===== src/rtl/calc_pkg.sv =====
// Status encoding and segment patterns shared between calc and its display stage.
// Segment patterns are active-low with bit 0 = segment a.
package calc_pkg;

   typedef enum logic [1:0] {
      ST_ERRO   = 2'b00,
      ST_BUSY   = 2'b01,
      ST_READY  = 2'b10,
      ST_UNUSED = 2'b11
   } status_t;

   localparam logic [6:0] SEG_BLANK = 7'h7F;
   localparam logic [6:0] SEG_E     = 7'h06;
   localparam logic [6:0] SEG_R     = 7'h2F;
   localparam logic [6:0] SEG_O     = 7'h23;

endpackage


===== src/rtl/seg7_decoder.sv =====
// Combinational BCD to active-low 7-segment decode; codes 10-15 render blank.
// Zero latency, no flow control.
module seg7_decoder
   import calc_pkg::*;
(
   input  logic [3:0] value,
   output logic [6:0] seg
);

   always_comb begin
      seg = SEG_BLANK;
      case (value)
         4'd0: seg = 7'h40;
         4'd1: seg = 7'h79;
         4'd2: seg = 7'h24;
         4'd3: seg = 7'h30;
         4'd4: seg = 7'h19;
         4'd5: seg = 7'h12;
         4'd6: seg = 7'h02;
         4'd7: seg = 7'h78;
         4'd8: seg = 7'h00;
         4'd9: seg = 7'h10;
         default: seg = SEG_BLANK;
      endcase
   end

endmodule


===== src/rtl/calc_display.sv =====
// Captures calc's digit stream into a shadow buffer, commits on BUSY->READY and scans it
// onto common-anode displays. Outputs lag the scan index by one cycle; no backpressure.
module calc_display
   import calc_pkg::*;
#(
   parameter int REFRESH_DIV = 50000,
   parameter int NUM_DIGITS  = 8,
   parameter int BLANK_ZEROS = 1
)(
   input  logic                  clock,
   input  logic                  reset,
   input  logic [1:0]            status,
   input  logic [3:0]            data,
   input  logic [3:0]            pos,
   output logic [6:0]            seg,
   output logic                  dp,
   output logic [NUM_DIGITS-1:0] an
);

   localparam int SW = (NUM_DIGITS > 1) ? $clog2(NUM_DIGITS) : 1;
   localparam int CW = (REFRESH_DIV > 1) ? $clog2(REFRESH_DIV) : 1;
   localparam logic [NUM_DIGITS-1:0] AN_ONE = 1;

   status_t st;
   status_t status_q;
   logic [3:0] shadow [NUM_DIGITS];
   logic [3:0] disp   [NUM_DIGITS];
   logic       err;
   logic [CW-1:0] cnt;
   logic [SW-1:0] scan;
   logic [NUM_DIGITS-1:0] blank;
   logic       zero_above;
   logic [6:0] dec_seg;
   logic [6:0] next_seg;

   // The unused encoding behaves exactly like BUSY.
   assign st = (status == ST_UNUSED) ? ST_BUSY : status_t'(status);
   assign dp = 1'b1;

   always_comb begin
      zero_above = 1'b1;
      blank      = '0;
      for (int i = NUM_DIGITS - 1; i >= 0; i--) begin
         zero_above = zero_above && (disp[i] == 4'd0);
         blank[i]   = (BLANK_ZEROS != 0) && (i != 0) && zero_above;
      end
   end

   seg7_decoder u_dec (
      .value (disp[scan]),
      .seg   (dec_seg)
   );

   always_comb begin
      next_seg = dec_seg;
      if (err) begin
         case (int'(scan))
            0:       next_seg = SEG_O;
            1:       next_seg = SEG_R;
            2:       next_seg = SEG_R;
            3:       next_seg = SEG_E;
            default: next_seg = SEG_BLANK;
         endcase
      end else if (blank[scan]) begin
         next_seg = SEG_BLANK;
      end
   end

   always_ff @(posedge clock) begin
      if (!reset) begin
         for (int i = 0; i < NUM_DIGITS; i++) begin
            shadow[i] <= '0;
            disp[i]   <= '0;
         end
         status_q <= ST_READY;
         err      <= 1'b0;
         cnt      <= '0;
         scan     <= '0;
         seg      <= SEG_BLANK;
         an       <= '1;
      end else begin
         status_q <= st;
         if (st == ST_ERRO)
            err <= 1'b1;
         if (st == ST_BUSY && int'(pos) < NUM_DIGITS)
            shadow[pos[SW-1:0]] <= data;
         // Capture needs BUSY now, commit needs READY now, so the two never overlap.
         if (status_q == ST_BUSY && st == ST_READY)
            disp <= shadow;
         if (cnt == CW'(REFRESH_DIV - 1)) begin
            cnt  <= '0;
            scan <= (scan == SW'(NUM_DIGITS - 1)) ? '0 : scan + 1'b1;
         end else begin
            cnt <= cnt + 1'b1;
         end
         an  <= ~(AN_ONE << scan);
         seg <= next_seg;
      end
   end

endmodule


===== config.mk =====
export PLATFORM = sky130hd
export DESIGN_NAME = calc_display
export DESIGN_NICKNAME = d
export VERILOG_FILES = /design/src/rtl/calc_pkg.sv /design/src/rtl/seg7_decoder.sv /design/src/rtl/calc_display.sv
export SDC_FILE = /design/constraint.sdc
export NUM_CORES = 1
export LEC_CHECK = 0
export CORE_MARGIN = 2
export CORE_UTILIZATION = 33
export CTS_CLUSTER_SIZE = 24
export DETAILED_ROUTE_END_ITERATION = 16
export GPL_ROUTABILITY_DRIVEN = 0
export GPL_TIMING_DRIVEN = 0
export PLACE_DENSITY_LB_ADDON = 0.15
export SLEW_MARGIN = 10
export SYNTH_ARGS = -nofsm -noshare
export SYNTH_HDL_FRONTEND = slang
export SYNTH_SLANG_ARGS = --single-unit

===== constraint.sdc =====
create_clock -name clock -period 4 [get_ports clock]
set_input_delay 1.2 -clock clock [delete_from_list [all_inputs] [get_ports clock]]
set_output_delay 1.2 -clock clock [all_outputs]
set_load 0.1 [all_outputs]

== Yosys cells after proc, flatten, opt, wreduce, memory -nomap -nowiden ==
Memory sizes are Yosys's and may differ from the RTL's.
Index checks and enable logic that the tools add are counted.
Cells by class
  add/subtract/negate cells: 2
  $lt $le $gt $ge: 5
  equality and inequality tests: 9
  shift-type cells: 1
  mux-type cells: 13
  bitwise logic cells: 4
  reduce and logical (&&, ||, !) cells: 20
Operators by type and width (count)
  32-bit bitwise mux: 1
  4-bit zero test: 7
  7-bit one-hot mux with 3 select lines: 1
  16-bit by 1-bit adder with 16-bit output (second input constant): 1
  16-bit equality test (second input constant): 1
  7-bit two-way mux: 2
  4-bit binary-select mux with 3-bit select: 1
  4-bit demux with 3-bit select: 1
  4-bit two-way mux: 3
  1-bit logical AND: 9
  4-bit >= comparator (second input constant): 2
  3-bit NOT with 4-bit output: 2
  8-bit NOT: 1
  1-bit by 3-bit left shift with 8-bit output (first input constant): 1
  3-bit by 2-bit equality test with 1-bit output (second input constant): 2
  2-bit by 1-bit equality test with 1-bit output (second input constant): 2
  2-bit equality test (second input constant): 2
  3-bit by 4-bit less-than comparator with 1-bit output (second input constant): 1
  4-bit by 1-bit less-than comparator with 1-bit output (second input constant): 1
  4-bit less-than comparator (second input constant): 1
  2-bit OR reduction: 2
  3-bit by 1-bit adder with 3-bit output (second input constant): 1
  1-bit binary-select mux with 3-bit select: 1
  3-bit by 1-bit equality test with 1-bit output (second input constant): 1
  other kinds (7): 7
Storage, ports and cells
  register bits: 101
  bits in read-only memories: 112
  bits of input ports: 12
  output and inout port bits: 16
  word-level logic and storage cells: 77
  memories kept: 1
Memory list
  (name not given): words 16, bits a word 7, rd ports 1, clocked after Yosys merged registers in 0, wr ports 0, line seg7_decoder.sv:12  | case (value)

== Depth between registers and ports, before layout ==
Gate-level depths: netlist of run 1.
  depth in word-level cells: 11
  mapped depth: 9
  mapped depth without buffers: 7

== Hierarchy ==
Synthesis of run 1 repeated with hierarchy kept, for this count alone.
Second synthesis, totals
  cells, all modules: 494
  area total of the unflattened synthesis: 4525.6 sq um
By module, submodules not included
  calc_display: times used 1, cells each 461, area each 4315.4 sq um, sequential area each 2021.9 sq um
  seg7_decoder: times used 1, cells each 33, area each 210.2 sq um, sequential area each 0.0 sq um

== Worst setup path before layout of run 1 ==
No wires, ideal clock.
  path type: input to register
  start point: in status[1]
  end point: reg disp[11] in the netlist's numbering
  library setup time: 134 ps
  arrival time: 2348 ps
  required time: 3866 ps
  slack: 1518 ps
  stages on the path: 6
  path buffers: 2
  cell sequence: inv_1 > or4b_2 > clkbuf_1 > clkbuf_1 > nand2_1 > a21oi_1
Between the ends
  word-level cells in the longest chain between the ends: 4
RTL lines
  start, declared: line calc_display.sv:12  | input logic [1:0] status,
  2-bit equality test: line calc_display.sv:37  | assign st = (status == ST_UNUSED) ? ST_BUSY : status_t'(status);
  2-bit two-way mux (*): line calc_display.sv:37
  2-bit equality test (*): line calc_display.sv:88  | if (status_q == ST_BUSY && st == ST_READY)
  1-bit logical AND (*): line calc_display.sv:88
  end signal, assigned: line calc_display.sv:89  | disp <= shadow;
  end, declared: line calc_display.sv:27  | logic [3:0] disp [NUM_DIGITS];
Mark *: on every way between the ends. The rest lies on a longest branch, timed or not.
A chain may end at the register's enable or synchronous reset.

== Worst setup path in the final report of run 1 ==
  start point: in status[0]
  end point: reg disp[8] in the netlist's numbering
The elaborated chain is that of the path after synthesis.

==> results of run 1 <==
## where the power goes
part | internal (W) | switching [W]
registers | 0.00102 | 0.00000787
clock network | 0.000564 | 0.000376
logic | 0.0000343 | 0.0000929
## critical path: stages
cell,delay (ns)
clkdlybuf4s50_1,0.52
nor4b_1,0.92
clkbuf_1,0.44
nand2_1,0.14
a21oi_1,0.13
## layout make-up
cell class | count | area (sq um)
tap | 172 | 215.2
clock inverter | 6 | 86.33
inverter | 11 | 41.29
buffer | 29 | 125.1
clock buffer | 10 | 239.0
sequential | 101 | 2022
fill | 1315 | 7625
multi-input combinational | 333 | 2117
timing repair buffer | 20 | 200.2
## flip-flops by register name, indices dropped and copies added (netlist names)
register  flops
disp         32
seg           7
an            8
err           1
status_q      2
scan          3
cnt          16
shadow       32
## worst max path at each step
stage | to | depth (start not counted)
after global routing | disp[17] | 5
after floorplan | disp[11] | 6
after CTS | disp[8] | 5
after global placement | disp[8] | 5
final | disp[8] | 5
after detailed placement | disp[8] | 5
## through the flow
step                hold slack, ns  cell area [sq um]  utilization
floorplan                   0.4300               4305            -
global placement            0.4415               4721       0.3726
detailed placement          0.4438               4721       0.3726
CTS                         0.4566               5046       0.3982
global route                0.4754               5046       0.3982
finish                      0.4551               5046       0.3982
## layer usage
metal | share of wire | up-vias | GRT usage | wire, um
met5 | 0 | - | 0 | 0
met4 | 0.014 | 0 | 0.05648 | 132
met3 | 0.029 | 9 | 0.03909 | 274
met2 | 0.46 | 40 | 0.2312 | 4393
met1 | 0.50 | 1441 | 0.1876 | 4710
li1 | - | 1661 | - | -
## cells by family after synthesis
logic type	count (synthesis)
compound gates	55
simple gates	204
fa+ha+maj	12
xor+xnor	13
other cells	1
buf+inv	40
mux	48
flops	101
## cell usage in the layout (no fill, tap or decap), types with 2 or more instances in the layout
master,Yosys,final
nor4_1,7,7
nor3_1,2,2
mux4_2,6,6
dfxtp_1,101,101
nand4_1,5,5
nand3b_1,3,3
o211ai_1,2,2
xor2_1,5,5
mux2i_4,3,3
clkbuf_1,23,23
nand2_1,87,87
nand3_1,17,17
o21ai_0,6,6
and3_1,3,3
inv_1,10,10
mux2_1,2,2
clkinv_2,0,2
mux4_1,2,2
mux2i_1,35,35
ha_1,12,12
or3_1,2,2
nor3b_2,2,2
nor2_1,61,61
clkdlybuf4s50_1,0,20
bufinv_16,0,2
a21oi_1,41,41
buf_2,4,4
clkbuf_16,0,9
xnor2_1,8,8
or2_2,3,3
==> impl_metrics.toml, run 1 <==
[finish]
diodes = 0
drive_above_1_share = 0.08235
instances_no_fill = 682
area_growth_syn_to_layout_pct = 17.20
fin_nets = 529

[hold_path]
hp-start = "shadow[13]"
hold_class = "flip-flop to flip-flop"
holdPathEnd = "disp[13]"
holdPathStages = 2

[synth]
synthTopCellsByArea = "dfxtp_1 47%, mux2i_1 8.1%, nand2_1 7.6%"
synth_top_family_by_area = "simple AND/OR/NAND/NOR gates"
synth_compound_area_frac = 0.07062
yosysSeqAreaShare = 0.4696
yosysUniqueCellTypes = 48
synthXorXnorAreaFrac = 0.02645
yosysMostFrequentCell = "dfxtp_1"
synthAdderAreaFrac = 0.03487
syn_area_per_cell_sq_um = 9.083
synth_edf_count = 0
synth.mux.area_fraction = 0.1459
synth.largest_area_cell = "dfxtp_1"
synth_top_cell_area_share = 0.4696
syn_area_sq_um = 4305
synth_seq_cells = 101
ys.warnings.count = 0
synth_nets = 498
ys_dominant_reg_cell = "dfxtp_1"
synthCells = 474
async_flop_share = 0
post_synth_most_frequent_cells = "101 x dfxtp_1, 87 x nand2_1, 61 x nor2_1"
synth-simple-area-share = 0.2130

[power_and_ir_drop]
peakVddDrop_v = 0.0001879
p_leak_nw = 1.895
pwr_density_cell_nw_per_um2 = 415.1
p_total_w = 0.002094

[floorplan]
die-area_sq_um = 13980
die_x_um = 118.2
dieHeight_um = 118.2
ios = 28
initial_core_util = 0.3398
row_count = 41
coreArea_sq_um = 12670

[status]
status = "complete, no violations"

[timing]
rsz0062_at_grt = "no"
period_minus_slack_ns = 3.063
tightest_slew_ns = 1.022
skew_ns = 0.006016
setup_tns_ns = 0
max_freq_ghz = 0.3265
slew_viol_final = 0
maxSlewHeadroom = 0.3093
setup_viol = 0
finalHoldViolCount = 0
finalCritPeriodShare = 0.7658
worst_slack_ns = 0.9367

[grt]
grt_pass1_wl_mm = 15.79
antenna_found_initial = 0
globalRouteOverflowTotal = 0
grt_max_degree = 17
track_usage = 0.1454
grt_pass1_vias = 3104

[clock_tree]
clkSinkCount = 101
cts-root-buf = "clkbuf_16"
cts_inserted_buffers = 9
holdBufCountCts = 0
insertion_delay_ns = 0.35
clockBufferDepth = 2
cts_setup_buffers = 0
htreeDepth = 3
cts_tree = "done"
clk_pin_slew_ns = 0.07
cts_resized = 0

[setup_path]
regToRegSetupSlack_ns = 1.39
crit_fanout = 10
startpoint = "status[0]"
rr_endpoint = "seg[3]"
required_ns = 4.28
crit-reg2reg-launch = "scan[0]"
cp-start-kind = "primary input"
r2r_cells = 8
criticalPathCategory = "primary input to flip-flop"
endpoint_kind = "flip-flop"
cp.arrival_ns = 3.35

[place]
pre_cts_slack_ns = 0.4897
dp_cells = 666
port_buffers = 20
dpl.hpwl_mm = 7.090

[drt]
drtIter0Drc = 131
wl_mm = 9.510
wl_per_cell_um = 13.94
viasPerCell = 4.620
drtPass1Iterations = 5
num_vias = 3151
final_antenna_net_count = 0
drc = 0

[run]
maxCapViolCount = 0
Note: power is estimated with default switching activity, not from simulation.
==> run 2: changes to the inputs <==
==> constraint.sdc (replaced) <==
create_clock -name clock -period 2.59 [get_ports clock]
set_input_delay 0.777 -clock clock [delete_from_list [all_inputs] [get_ports clock]]
set_output_delay 0.777 -clock clock [all_outputs]
set_load 0.1 [all_outputs]
==> impl_metrics.toml, run 2 (synthesis gave the netlist of run 1 again) <==
[status]
status = "complete, no violations"

[clock_tree]
cts_setup_buffers = 0
holdBufCountCts = 0
insertion_delay_ns = 0.35
clk_pin_slew_ns = 0.07
clockBufferDepth = 2
clkSinkCount = 101
cts-root-buf = "clkbuf_16"
cts_tree = "done"
cts_inserted_buffers = 9
htreeDepth = 3
cts_resized = 2

[setup_path]
endpoint_kind = "output port"
worst_path_dominant_cell_family = "buffers and inverters"
criticalPathCategory = "flip-flop to output port"
crit_slowest_cell = "clkdlybuf4s50_1"
critPathBufInv = 1
cp.arrival_ns = 1.77
cp-start-kind = "flip-flop"
critPathMaxStageDelay_ns = 1.12
cp_cell_sequence = "clkdlybuf4s50_1"
crit_fanout = 1
required_ns = 1.81

[timing]
tightest_slew_ns = 0.9617
setup_viol = 0
skew_ns = 0.006209
period_minus_slack_ns = 2.548
finalCritPeriodShare = 0.9837
max_freq_ghz = 0.3925
rsz0062_at_grt = "no"
finalHoldViolCount = 0
slew_viol_final = 0
holdWs_ns = 0.4551
maxSlewHeadroom = 0.3569

[grt]
antenna_found_initial = 0
grt_max_degree = 17
grt_pass1_vias = 3088
globalRouteOverflowTotal = 0
grt_pass1_wl_mm = 15.75
track_usage = 0.1451

[finish]
reg.largest.list = "disp (32), shadow (32), cnt (16)"
final_common_cell = "dfxtp_1"
area_growth_syn_to_layout_pct = 18.11
fin_nets = 529
drive_above_1_share = 0.08627
final_cell_mix = "101 x dfxtp_1, 87 x nand2_1, 61 x nor2_1"
diodes = 0
fin_util = 0.4013

[power_and_ir_drop]
clkPwrFrac = 0.448
sw_frac_of_total = 0.2271
switchingPower_w = 0.0007342
pwr_density_cell_nw_per_um2 = 635.7
p_leak_nw = 1.920
intPower_w = 0.002498
peakVddDrop_v = 0.0002886
p_seq_frac = 0.491
p_comb_frac = 0.061

[floorplan]
row_count = 41
coreArea_sq_um = 12670
die-area_sq_um = 13980
initial_core_util = 0.3398
ios = 28
die_x_um = 118.2
dieHeight_um = 118.2

[drt]
drtPass1Iterations = 5
num_vias = 3178
final_antenna_net_count = 0
wl_mm = 9.537
viasPerCell = 4.660
drc = 0
wl_per_cell_um = 13.98
drtIter0Drc = 162

[place]
port_buffers = 20
dpl.hpwl_mm = 7.090

[hold_path]
hold_class = "flip-flop to flip-flop"

[run]
maxCapViolCount = 0
==> run 2: worst paths after layout <==
| kind | end | depth (start not counted) | from | slack [ns] |
|---|---|---|---|---|
| min | disp[13] | 2 | shadow[13] | 0.46 |
| max | seg[5] | 1 | seg[5] | 0.04 |
| min reg2reg | disp[13] | 2 | shadow[13] | 0.46 |
| max reg2reg | seg[3] | 8 | scan[0] | 0.16 |
==> run 2: power groups by stage <==
stage / Sequential [W] / Clock, W / Combinational (W)
floorplan: 0.00168 / 0 / 0.0000815
global placement: 0.00162 / 0 / 0.000198
detailed placement: 0.00162 / 0 / 0.000199
CTS: 0.00159 / 0.00149 / 0.000200
global route: 0.00159 / 0.00156 / 0.000211
finish: 0.00159 / 0.00145 / 0.000197
==> run 2: metal layers <==
| layer | GRT usage | routed length (um) | vias to the layer above |
|---|---|---|---|
| li1 | - | - | 1666 |
| met1 | 0.1879 | 4695 | 1458 |
| met2 | 0.2298 | 4412 | 44 |
| met3 | 0.03909 | 308 | 10 |
| met4 | 0.05648 | 121 | 0 |
| met5 | 0 | 0 | - |
==> run 2: through the flow <==
| step | TNS, ns | cell area [sq um] | setup slack (ns) | power (W) | cells |
|---|---|---|---|---|---|
| finish | 0 | 5085 | 0.04223 | 0.003233 | 682 |
| detailed placement | -13.10 | 4721 | -0.4973 | 0.001822 | 666 |
| floorplan | 0 | 4305 | 0.3196 | 0.001766 | 474 |
| global placement | -12.47 | 4721 | -0.5218 | 0.001820 | 666 |
| CTS | 0 | 5056 | 0.01780 | 0.003274 | 682 |
| global route | 0 | 5085 | 0.006233 | 0.003360 | 682 |
==> run 2: cell type report <==
cell class,instances,area (sq um)
clock buffers,10,239.0
well taps,172,215.2
repair buffers,20,220.2
fillers,1308,7586
plain buffers,29,125.1
clock inverters,6,86.33
flip-flops and latches,101,2022
inverters,11,41.29
multi-input cells,333,2136
==> run 2: worst register-to-register path, delay by kind of cell (launching register included) <==
family	cells	cell delay, ns
AO/OA/AOI/OAI	1	0.15
adder cells (fa/ha/maj)	1	0.23
buffers and inverters	2	0.27
flip-flops	1	0.38
multiplexers	3	1.17
AND/OR/NAND/NOR	1	0.09
